[src/rtl/sha3_block_padder.sv]
// SHA3-256 front-end: packs 64-bit message words into 1088-bit rate
// blocks, appends 0x06..0x80 padding and holds each block until acked.
module sha3_block_padder #(
  parameter int RATE_WORDS = 17
) (
  input  logic                     clk,
  input  logic                     reset_n,
  input  logic [63:0]              in,
  input  logic                     in_ready,
  input  logic                     is_last,
  input  logic [3:0]               byte_num,
  output logic                     buffer_full,
  output logic [RATE_WORDS*64-1:0] out,
  output logic                     out_ready,
  input  logic                     f_ack,
  output logic                     done
);

  localparam int CW = $clog2(RATE_WORDS);
  localparam logic [CW-1:0] LAST = CW'(RATE_WORDS - 1);
  localparam logic [63:0] PAD06 = 64'h0600000000000000;

  localparam logic [1:0] S_ACCEPT = 2'd0;
  localparam logic [1:0] S_PAD    = 2'd1;
  localparam logic [1:0] S_FULL   = 2'd2;
  localparam logic [1:0] S_DONE   = 2'd3;

  logic [1:0]    state;
  logic [CW-1:0] count;
  logic          pad_pending;
  logic          is_final;

  logic          wr;
  logic [63:0]   wdata;
  logic          fin;
  logic          fin_w;
  logic          pend_set;
  logic          pend_clr;
  logic          last_slot;
  logic [1:0]    wr_next;

  function automatic logic [63:0] pad_last(
    input logic [63:0] w,
    input logic [3:0]  k
  );
    logic [63:0] r;
    r = '0;
    for (int i = 0; i < 8; i++) begin
      if (i < int'(k))
        r[63-8*i -: 8] = w[63-8*i -: 8];
      else if (i == int'(k))
        r[63-8*i -: 8] = 8'h06;
    end
    return r;
  endfunction

  assign out_ready = buffer_full;
  assign last_slot = (count == LAST);
  assign fin_w     = fin && last_slot;

  always_comb begin
    wr       = 1'b0;
    wdata    = '0;
    fin      = 1'b0;
    pend_set = 1'b0;
    pend_clr = 1'b0;
    wr_next  = state;
    unique case (state)
      S_ACCEPT: begin
        if (in_ready && !buffer_full) begin
          wr = 1'b1;
          if (is_last) begin
            wr_next = S_PAD;
            if (byte_num >= 4'd8) begin
              wdata    = in;
              pend_set = 1'b1;
            end else begin
              wdata = pad_last(in, byte_num);
              fin   = 1'b1;
            end
          end else begin
            wdata = in;
          end
        end
      end
      S_PAD: begin
        wr       = 1'b1;
        wdata    = pad_pending ? PAD06 : 64'h0;
        pend_clr = pad_pending;
        fin      = 1'b1;
      end
      S_FULL: begin
        wr = 1'b0;
      end
      S_DONE: begin
        wr = 1'b0;
      end
    endcase
    // Closing byte of the whole padded message
    if (fin_w)
      wdata[7:0] = wdata[7:0] | 8'h80;
  end

  always_ff @(posedge clk or negedge reset_n) begin
    if (!reset_n) begin
      state       <= S_ACCEPT;
      count       <= '0;
      pad_pending <= 1'b0;
      is_final    <= 1'b0;
      buffer_full <= 1'b0;
      done        <= 1'b0;
      out         <= '0;
    end else begin
      unique case (state)
        S_ACCEPT, S_PAD: begin
          if (wr) begin
            for (int i = 0; i < RATE_WORDS; i++)
              if (count == CW'(i))
                out[(RATE_WORDS-1-i)*64 +: 64] <= wdata;
            if (pend_set)
              pad_pending <= 1'b1;
            else if (pend_clr)
              pad_pending <= 1'b0;
            if (last_slot) begin
              buffer_full <= 1'b1;
              is_final    <= fin;
              state       <= S_FULL;
            end else begin
              count <= count + CW'(1);
              state <= wr_next;
            end
          end
        end
        S_FULL: begin
          if (f_ack) begin
            buffer_full <= 1'b0;
            count       <= '0;
            out         <= '0;
            done        <= is_final;
            if (is_final)
              state <= S_DONE;
            else if (pad_pending)
              state <= S_PAD;
            else
              state <= S_ACCEPT;
          end
        end
        S_DONE: begin
          done <= 1'b1;
        end
      endcase
    end
  end

endmodule

[config.mk]
export PLATFORM = sky130hd
export DESIGN_NAME = sha3_block_padder
export DESIGN_NICKNAME = d
export VERILOG_FILES = /design/src/rtl/sha3_block_padder.sv
export SDC_FILE = /design/constraint.sdc
export NUM_CORES = 1
export LEC_CHECK = 0
export BUFFER_PORTS_ARGS = -buffer_cell sky130_fd_sc_hd__buf_4
export CAP_MARGIN = 20
export CORE_AREA = 2 2 456 458
export CTS_BUF_LIST = sky130_fd_sc_hd__clkbuf_2
export CTS_CLUSTER_DIAMETER = 200
export CTS_CLUSTER_SIZE = 28
export DETAILED_ROUTE_END_ITERATION = 10
export DIE_AREA = 0 0 458 460
export PLACE_DENSITY = 0.39
export RECOVER_POWER = 100
export SKIP_CTS_REPAIR_TIMING = 1
export SLEW_MARGIN = 25
export SYNTH_ARGS = -nofsm -noshare
export SYNTH_HDL_FRONTEND = slang
export SYNTH_SLANG_ARGS = --single-unit
[constraint.sdc]
create_clock -name clk -period 6.35 [get_ports clk]
set_clock_uncertainty 0.2 [all_clocks]
set_input_delay 1.5875 -clock clk [delete_from_list [all_inputs] [get_ports clk]]
set_output_delay 1.5875 -clock clk [all_outputs]
set_load 0.05 [all_outputs]
==> metrics.txt <==
synth cell count leaders dfrtp_1, mux2_2, buf_2, mux2_1, buf_4; total wire length 188000 microns; Crit Path Class flop to flop; Max FO, Critical Path 47; clock buffer count from CTS 46; cell breakdown of the critical path clkbuf_1, or4b_1, nor3_2, and2_0, mux2_2; placer congestion estimate 0.727; Reg clk slew, reported paths between 600 and 700 ps; outcome complete, but fails checks; Area growth syn-to-layout 18.6%; Die Span X 458 microns; Final Hold Viols 0; Final min period 5330 ps; fraction of layout cells with a size suffix above 1 32.2%; setup violators final 0; Worst-Skew Late Latency about 1700 ps; CTS tree built; Max stage delay cell, worst path or4b_1; failing checks max-capacitance violations, max-slew violations; Storage cell area 27500 sq um; GRT Util Overall 17.2%; DIE HEIGHT 460 microns; clk sink count ~1100; HP Class input pin to flop; crit end category flop; drt first pass iters 4; max cap viols 22; post-route DRC violation count 0; Hold Crit Start in[18]; core box area a little over 200000 sq um; Synth async-reset ratio 100%; Synth Cell Area approximately 43000 sq um; number of global-route vias before repair about 28000; port bufs 1163; crit-path leading delay family simple AND/OR/NAND/NOR gates; Filler Cells Inserted 22255; setup TNS 0 ps; average cell area after synthesis between 15 and 20 sq um; Cell Area, Placed 54500 sq um; Max IR drop VDD around 0.23 mV; area of the multi-input gates 13800 sq um; largest net degree at the start of global routing between 100 and 150; CP Data Arrival Time 6710 ps; synth warn 0; Post-Syn Instances 2658; post-route cell area 50600 sq um; num rows 167; slowest stage delay, CP between 1000 and 1500 ps; WP buf/inv 1; most frequent cell after synthesis dfrtp_1; P_leak roughly 24 nW; Required @ worst endpoint 7730 ps; Worst Setup Start Kind flop; Synth top area share 64.5%; fmax 0.188 GHz; #FFs+latches synth 1099; Post-synth EDFFs 0; drt wl/cell 29.0 microns; via/cell ratio 4.16; Tightest Pin Transition between 3000 and 4000 ps; pwr dens 292 nW/um^2; initial antenna violation count 37; Final Max Tran Viols 949; H-tree Lvls 2; RSZ-0062 raised after global routing no; first-pass GRT wire length 252000 microns; initial core utilization 20.7%; Net Count, Synth 2736; R2R Setup Slk between 1000 and 1500 ps; worst r2r src state[1]; Main synth FF type dfrtp_1; clk buf depth 3; DP HPWL 130000 microns; via count roughly 27000; gr ovfl total 0; main area contributors after synthesis dfrtp_1, mux2_2, mux2_1, buf_2, buf_4; Distinct cells, synth 53; initial detailed-routing violation count 1405; fin crit share a little over four fifths; Ports 1164; Layout Nets 3799; relative slew slack -108%; Die Area 211000 sq um; Seq/Total Area, Yosys 64.5%; clock root cell clkbuf_2; Synth area leader dfrtp_1; antenna viol nets, final 0; Critical Path Start state[1]
power breakdown:
part	switching [mW]	internal, mW
Clock	2.32	0.255
Sequential	0.145	7.22
Combinational	3.38	1.45
Total	5.85	8.92
cells by family after synthesis:
family | synth area share, %
AO/OA/AOI/OAI | 2.28
adder cells (fa/ha/maj) | 0.147
buffers and inverters | 3.18
flip-flops | 64.5
multiplexers | 27.8
AND/OR/NAND/NOR | 2.15
area by class of cell:
cell class | count | area share [%]
Timing Repair Buffer | 1253 | 10.8
Sequential cell | 1099 | 54.4
Clock inverter | 5 | 0.176
Inverter | 7 | 0.0519
Clock buffer | 48 | 0.475
Multi-Input combinational cell | 1314 | 27.3
Antenna cell | 34 | 0.168
Tap cell | 2704 | 6.69
metrics by stage:
step	setup WS (ps)	utilization, %	instances	hold slack, ps	power (mW)
after global routing	779	24.5	6438	36.4	15.5
final	1020	24.6	6464	303	14.8
after detailed placement	1700	26.5	6365	276	12.7
after CTS	1460	26.6	6418	-593	15.5
after floorplan	2990	-	2658	314	10.3
after global placement	1630	26.4	6364	271	12.7
worst reg2reg max path, cell delays in order (launching register included):
cell and delay (ps):
dfrtp_2 540, clkbuf_1 970, or4b_1 1350, nor3_2 830, and2_0 1000, mux2_2 320
state kept, by name (all words and copies together) (netlist names):
signal / flops
buffer_full: 1
count: 5
done: 1
is_final: 1
out: 1088
pad_pending: 1
state: 2
path summary, 6_finish.rpt:
path	end	cells past startpoint
max in group asynchronous	out[696]	6
min in group asynchronous	out[745]	4
setup reg to reg	out[1055]	5
hold reg to reg	out[869]	1
hold / removal	out[146]	5
setup / recovery	out[1055]	5
metal layers:
layer / GRT usage (%) / up-vias / part of all wire, %
met4: 4.76 / 18 / 2.7
met2: 27.7 / 892 / 47
met1: 21.9 / 14377 / 43
li1: - / 11404 / -
met3: 5.81 / 168 / 7.8
met5: 0 / - / 0.063
cells in the final DEF (no fill, tap or decap), types with 3 or more instances in the layout:
master         netlist  final
a21oi_1              9     23
mux2_2             971    971
and2_0              13     18
clkbuf_1            22   1122
diode_2              0     34
o22ai_1             20     19
and4bb_2             9      9
mux2_1              81     81
dfrtp_1           1099   1098
o21ai_0              6      6
nand2b_1             4      3
ha_1                 5      5
nor2b_1              3      3
nor2_1              26     26
nand3_1              8      7
clkbuf_2             8     56
a21oi_2             18      7
and2_2               0     12
and3_1               6      6
inv_1                6      6
a22o_1              36     36
and2_1              33     16
o21a_1               8      7
buf_12               0     18
and4b_1              3      3
dlygate4sd3_1        0     10
nor4b_2              4      4
a21oi_4              9      6
nand2_1             15     15
buf_4               61     93
Note: power is estimated with default switching activity, not from simulation.
